<file path="config.mk">
export PLATFORM = sky130hd
export DESIGN_NAME = lockstep_pair_sequencer
export DESIGN_NICKNAME = d
export VERILOG_FILES = /design/src/rtl/lockstep_pair_sequencer.sv
export SDC_FILE = /design/constraint.sdc
export NUM_CORES = 1
export LEC_CHECK = 0
export BUFFER_PORTS_ARGS = -buffer_cell sky130_fd_sc_hd__buf_2
export CELL_PAD_IN_SITES_DETAIL_PLACEMENT = 1
export CELL_PAD_IN_SITES_GLOBAL_PLACEMENT = 1
export CORE_ASPECT_RATIO = 1.4
export CORE_MARGIN = 3
export CORE_UTILIZATION = 42
export CTS_CLUSTER_SIZE = 25
export DETAILED_ROUTE_END_ITERATION = 10
export HOLD_SLACK_MARGIN = 0.12
export PLACE_DENSITY_LB_ADDON = 0.08
export SYNTH_ARGS = -nofsm -noshare
export SYNTH_HDL_FRONTEND = slang
export SYNTH_SLANG_ARGS = --single-unit
</file>
<file path="constraint.sdc">
create_clock -name clk_i -period 2 [get_ports clk_i]
set_input_delay 0.3 -clock clk_i [delete_from_list [all_inputs] [get_ports clk_i]]
set_output_delay 0.3 -clock clk_i [all_outputs]
set_load 0.01 [all_outputs]
</file>
<file path="src/rtl/lockstep_pair_sequencer.sv">
// lockstep_pair_sequencer
// Sequences entry into and exit from dual-core lockstep for NB_PAIRS core pairs.
// Each pair runs its own FSM (IDLE, SYNC, FLUSH, LOCKED, FAULT, UNLOCK).
// The FSM parks both cores at the event-unit barrier, drains them for FLUSH_CYCLES,
// then enters lockstep. A comparator mismatch while locked holds a sticky fault.
// Optional feature macro: LOCKSTEP_TIMEOUT_EN builds a per-pair SYNC watchdog.
// When the macro is not defined, SYNC waits indefinitely and timeout_o is tied to 0.
// All outputs are registered. Their values are decoded from the next state.

module lockstep_pair_sequencer #(
    parameter int NB_PAIRS       = 4,
    parameter int FLUSH_CYCLES   = 8,
    parameter int TIMEOUT_CYCLES = 1024
) (
    input  logic                  clk_i,
    input  logic                  rst_i,
    input  logic [NB_PAIRS-1:0]   enter_req_i,
    input  logic [NB_PAIRS-1:0]   exit_req_i,
    input  logic [2*NB_PAIRS-1:0] barrier_matched_i,
    input  logic [NB_PAIRS-1:0]   mismatch_i,
    output logic [2*NB_PAIRS-1:0] halt_o,
    output logic [NB_PAIRS-1:0]   flush_o,
    output logic [NB_PAIRS-1:0]   lockstep_mode_o,
    output logic [NB_PAIRS-1:0]   fault_o,
    output logic [NB_PAIRS-1:0]   timeout_o,
    output logic                  busy_o
);

    localparam int CNT_LIMIT = (FLUSH_CYCLES > TIMEOUT_CYCLES) ? FLUSH_CYCLES : TIMEOUT_CYCLES;
    localparam int CNT_W     = $clog2(CNT_LIMIT + 1);

    localparam logic [CNT_W-1:0] CNT_ZERO   = {CNT_W{1'b0}};
    localparam logic [CNT_W-1:0] CNT_MAX    = {CNT_W{1'b1}};
    localparam logic [CNT_W-1:0] FLUSH_LAST = CNT_W'(FLUSH_CYCLES - 1);
`ifdef LOCKSTEP_TIMEOUT_EN
    localparam logic [CNT_W-1:0] TMO_LAST   = CNT_W'(TIMEOUT_CYCLES - 1);
`endif

    typedef enum logic [2:0] {
        ST_IDLE   = 3'd0,
        ST_SYNC   = 3'd1,
        ST_FLUSH  = 3'd2,
        ST_LOCKED = 3'd3,
        ST_FAULT  = 3'd4,
        ST_UNLOCK = 3'd5
    } state_t;

    // Saturating increment: the counter sticks at all-ones and never wraps to zero.
    function automatic logic [CNT_W-1:0] sat_inc(input logic [CNT_W-1:0] val);
        logic [CNT_W-1:0] res;
        if (val == CNT_MAX) begin
            res = val;
        end else begin
            res = val + {{(CNT_W-1){1'b0}}, 1'b1};
        end
        return res;
    endfunction

    logic [NB_PAIRS-1:0] busy_nxt_s;
    logic                busy_r;

    for (genvar p = 0; p < NB_PAIRS; p++) begin : g_pair
        state_t           state_r;
        state_t           state_nxt_s;
        logic [CNT_W-1:0] cnt_r;
        logic [CNT_W-1:0] cnt_nxt_s;
        logic             both_parked_s;
        logic [1:0]       halt_r;
        logic             flush_r;
        logic             lock_r;
        logic             fault_r;

        assign both_parked_s = barrier_matched_i[2*p] & barrier_matched_i[2*p+1];

`ifdef LOCKSTEP_TIMEOUT_EN
        logic tmo_nxt_s;
        logic tmo_r;
`endif

        // Next-state and counter logic for this pair.
        always_comb begin
            state_nxt_s = state_r;
            cnt_nxt_s   = cnt_r;
`ifdef LOCKSTEP_TIMEOUT_EN
            tmo_nxt_s   = 1'b0;
`endif
            case (state_r)
                ST_IDLE: begin
                    cnt_nxt_s = CNT_ZERO;
                    if (enter_req_i[p]) begin
                        state_nxt_s = ST_SYNC;
                    end else begin
                        state_nxt_s = ST_IDLE;
                    end
                end
                ST_SYNC: begin
                    // Abort beats a barrier match arriving in the same cycle.
                    if (exit_req_i[p]) begin
                        state_nxt_s = ST_IDLE;
                        cnt_nxt_s   = CNT_ZERO;
                    end else if (both_parked_s) begin
                        state_nxt_s = ST_FLUSH;
                        cnt_nxt_s   = CNT_ZERO;
                    end else begin
`ifdef LOCKSTEP_TIMEOUT_EN
                        if (cnt_r >= TMO_LAST) begin
                            state_nxt_s = ST_IDLE;
                            cnt_nxt_s   = CNT_ZERO;
                            tmo_nxt_s   = 1'b1;
                        end else begin
                            state_nxt_s = ST_SYNC;
                            cnt_nxt_s   = sat_inc(cnt_r);
                        end
`else
                        state_nxt_s = ST_SYNC;
                        cnt_nxt_s   = CNT_ZERO;
`endif
                    end
                end
                ST_FLUSH: begin
                    if (cnt_r >= FLUSH_LAST) begin
                        state_nxt_s = ST_LOCKED;
                        cnt_nxt_s   = CNT_ZERO;
                    end else begin
                        state_nxt_s = ST_FLUSH;
                        cnt_nxt_s   = sat_inc(cnt_r);
                    end
                end
                ST_LOCKED: begin
                    cnt_nxt_s = CNT_ZERO;
                    // A mismatch outranks an exit request seen in the same cycle.
                    if (mismatch_i[p]) begin
                        state_nxt_s = ST_FAULT;
                    end else if (exit_req_i[p]) begin
                        state_nxt_s = ST_UNLOCK;
                    end else begin
                        state_nxt_s = ST_LOCKED;
                    end
                end
                ST_FAULT: begin
                    cnt_nxt_s = CNT_ZERO;
                    if (exit_req_i[p]) begin
                        state_nxt_s = ST_UNLOCK;
                    end else begin
                        state_nxt_s = ST_FAULT;
                    end
                end
                ST_UNLOCK: begin
                    cnt_nxt_s   = CNT_ZERO;
                    state_nxt_s = ST_IDLE;
                end
                default: begin
                    cnt_nxt_s   = CNT_ZERO;
                    state_nxt_s = ST_IDLE;
                end
            endcase
        end

        // State, counter and registered pair outputs, decoded from the next state.
        always_ff @(posedge clk_i) begin
            if (rst_i) begin
                state_r <= ST_IDLE;
                cnt_r   <= CNT_ZERO;
                halt_r  <= 2'b00;
                flush_r <= 1'b0;
                lock_r  <= 1'b0;
                fault_r <= 1'b0;
`ifdef LOCKSTEP_TIMEOUT_EN
                tmo_r   <= 1'b0;
`endif
            end else begin
                state_r <= state_nxt_s;
                cnt_r   <= cnt_nxt_s;
                halt_r  <= ((state_nxt_s == ST_SYNC) || (state_nxt_s == ST_FLUSH) ||
                            (state_nxt_s == ST_FAULT)) ? 2'b11 : 2'b00;
                flush_r <= (state_nxt_s == ST_FLUSH);
                lock_r  <= (state_nxt_s == ST_LOCKED) || (state_nxt_s == ST_FAULT);
                fault_r <= (state_nxt_s == ST_FAULT);
`ifdef LOCKSTEP_TIMEOUT_EN
                tmo_r   <= tmo_nxt_s;
`endif
            end
        end

        assign busy_nxt_s[p]          = (state_nxt_s != ST_IDLE);
        assign halt_o[2*p+1:2*p]      = halt_r;
        assign flush_o[p]             = flush_r;
        assign lockstep_mode_o[p]     = lock_r;
        assign fault_o[p]             = fault_r;
`ifdef LOCKSTEP_TIMEOUT_EN
        assign timeout_o[p]           = tmo_r;
`endif
    end

`ifndef LOCKSTEP_TIMEOUT_EN
    assign timeout_o = {NB_PAIRS{1'b0}};
`endif

    // Registered busy flag: set when any pair will be outside IDLE after this edge.
    always_ff @(posedge clk_i) begin
        if (rst_i) begin
            busy_r <= 1'b0;
        end else begin
            busy_r <= |busy_nxt_s;
        end
    end

    assign busy_o = busy_r;

endmodule

</file>
==> impl_results.md <==
* Status: completed
* Diodes inserted at 0
* Setup violators final at 0
* Primary FF master, synth: dfxtp_1
* Top cells by area, synth: dfxtp_1 52%, buf_4 5.3%, nor2_1 3.7%
* Main combinational cell family by area after synthesis: simple AND/OR/NAND/NOR gates
* Most frequent cells in the layout: 73 x dfxtp_1, 42 x buf_2, 36 x conb_1
* IO Pins at 47
* H-tree depth at 3
* Post-synth EDFFs at 0
* Peak supply drop at 0.000459 V
* Min Tclk post-route at 1.72 ns
* Die X at 75.4 µm
* Dpl cells at 409
* Simple-gate portion of the synthesized area at 0.210
* #FFs+latches synth at 73
* Hold Fails Final Rpt at 0
* Overall power at 2.71 mW
* Worst EP required at 2.23 ns
* Worst Hold Class: in -> reg
* Max Used Layer: met4
* Compound-Gate Fraction of Synth Area at 0.149
* CP endpoint: g_pair[3].lock_r$_SDFF_PP0_
* Largest net degree at the start of global routing at 16
* Clock Tree Buf Depth at 2
* Mux share of post-synthesis cell area at 0.0115
* CTS hold repair buffers at 0
* Area post-placement at 3080 µm²
* Total track usage at 0.158
* Setup CP Type: reg -> reg
* Clock slew at reported path FFs at ~0.08 ns
* Number of I/O port buffers at 42
* Capturing point of the worst reg2reg path: g_pair[3].lock_r$_SDFF_PP0_
* RD Place Congestion at 0.774
* Final WS setup at 0.281 ns
* Clock root buffer master: clkbuf_8
* Postcts setup bufs at 0
* TritonCTS Buffers at 9
* Met2 Wirelength at ~2.8 mm
* Synthesized-area fraction occupied by adder cells at 0.0177
* R2r worst-path depth at 4
* Drt via density at 4.98
* Post-Route Setup TNS at 0 ns
* Crit path from: g_pair[3].cnt_r[3]$_SDFFE_PP0P_
* Setup WS pre-CTS at 0.268 ns
* RSZ-0062 raised after global routing: false
* Worst setup EP type: flip-flop
* CTS tree: built
* Maximum operating frequency at between 500 and 600 MHz
* Seq/Total Area, Yosys at 0.517
* Routed length on met3 at between 200 and 250 µm
* Clock Skew at 0.00773 ns
* Vias at 2,111
* Post-layout instance area at 3240 µm²
* Routed wire length at 5.40 mm
* Mapped Cells at roughly 280
* Max-cap violations at 0
* Worst reg2reg setup slack at 0.28 ns
* Avg Cell Area, Syn at 9.96 µm²
* Vias in the first global route at 2,133
* Routed length per instance at 12.7 µm
* Global-route wire length before repair at 9.15 mm
* Fin. max-slew vios at 0
* Layout cells sized above 1 at 0.196
* Yosys warnings at 0
* Core Area at between 6000 and 7000 µm²
* # resized after CTS at 0
* Cell area after synthesis at 2830 µm²
* Leading cell type in the layout, fill and taps excluded: dfxtp_1
* Drt pass-1 iters at 4
* Starting density of the core at 0.443
* Clock sink count at 73
* Distinct cells, synth at 57
* Total gr overflow at 0
* Worst-path maximum fanout at 6
* Dpl hpwl at 4.20 mm
* Pwr dens at between 800 and 900 nW/µm²
* Antenna violations before repair at 0
* XOR/XNOR Fraction of Synth Area at 0.00619
* M1 WL at 2.25 mm
* Top cell type by total area after synthesis: dfxtp_1
* Worst Path Arrival at 1.95 ns
* Fin cells at roughly 420
* Reg2reg start: g_pair[3].cnt_r[3]$_SDFFE_PP0P_
* Site Rows at 34
* Initial DRC Count at 53
* Fin crit share at 0.859
* LEAKAGE at 1.37 nW
* Post-synth top area share at 0.517
* CP startpoint kind: flip-flop
* Clock latency on the worst-skew pair at 0.34 ns
* Routed Antenna Nets at 0
* Detailed-route DRC error count at 0
* DIE AREA at between 7000 and 8000 µm²
* FFs w/ async S/R, synth at 0
* Area grow syn2layout at 14.7%
* Chip Height at 103 µm
* Nets at 374
==> routing by layer <==
metal,up-vias,track usage
met3,9,0.0459
met4,0,0.0929
li1,1086,-
met5,-,0
met2,36,0.270
met1,980,0.168
==> logic make-up (layout without fill, tap and decap cells) <==
group,after synthesis,count (layout)
AND/OR/NAND/NOR,101,101
AO/OA/AOI/OAI,58,58
buffers and inverters,42,75
other,1,36
multiplexers,3,3
XOR/XNOR,2,2
adder cells (fa/ha/maj),4,4
flip-flops,73,73
==> how the worst min path moves through the flow <==
stage	endpoint	start	slack [ns]	cells after the start
floorplan	g_pair[0].cnt_r[0]$_SDFFE_PP0P_	g_pair[0].cnt_r[0]$_SDFFE_PP0P_	0.44	1
global placement	g_pair[2].cnt_r[0]$_SDFFE_PP0P_	g_pair[2].cnt_r[0]$_SDFFE_PP0P_	0.45	1
detailed placement	g_pair[0].cnt_r[0]$_SDFFE_PP0P_	g_pair[0].cnt_r[0]$_SDFFE_PP0P_	0.46	1
CTS	g_pair[2].state_r[0]$_SDFF_PP0_	rst_i	0.35	3
global route	busy_o$_SDFF_PP0_	rst_i	0.37	3
finish	busy_o$_SDFF_PP0_	rst_i	0.35	3
==> cell type report <==
type | count | area [µm²]
Fill cell | 746 | 3140
Sequential cell | 73 | 1460
Tap cell | 72 | 90.1
Clock inverter | 5 | 33.8
Multi-Input combinational cell | 204 | 1250
Clock buffer | 10 | 128
Timing Repair Buffer | 43 | 218
Inverter | 17 | 63.8
==> metrics by stage <==
stage               utilization  hold WS [ns]
floorplan                     -         0.436
global placement          0.483         0.449
detailed placement        0.483         0.459
CTS                       0.508         0.355
global route              0.508         0.366
finish                    0.508         0.353
==> registers in the layout, indices dropped and copies added (netlist names) <==
| register | count |
|---|---|
| g_pair.cnt_r | 44 |
| g_pair.halt_r | 4 |
| busy_o | 1 |
| g_pair.flush_r | 4 |
| g_pair.fault_r | 4 |
| g_pair.lock_r | 4 |
| g_pair.state_r | 12 |
==> synthesized netlist by cell type, drive strengths merged, types with 3 or more instances <==
cell type  instances
nand2b             4
nand4              8
and4b              3
dfxtp             73
nor4              10
buf               23
and3               3
a21oi             18
nor3               4
nor3b              3
nor2b              4
and2               6
ha                 4
nand2              7
nand3              5
o211ai             7
o21ai              7
nor2              28
a211oi             8
nand3b             6
or3                4
inv               16
==> where the power goes <==
part | internal [mW] | leakage [nW] | switching, mW
Clock | 0.440 | 0.0781 | 0.525
Combinational | 0.0862 | 0.691 | 0.110
Sequential | 1.51 | 0.603 | 0.0405
Total | 2.04 | 1.37 | 0.676
==> worst max-delay path: stages, from the launching register on <==
cell	delay (ns)
dfxtp_1	0.32
nor4_1	0.32
o211ai_1	0.21
a211oi_4	0.39
mux2_1	0.37
(Power assumes the default switching activity.)
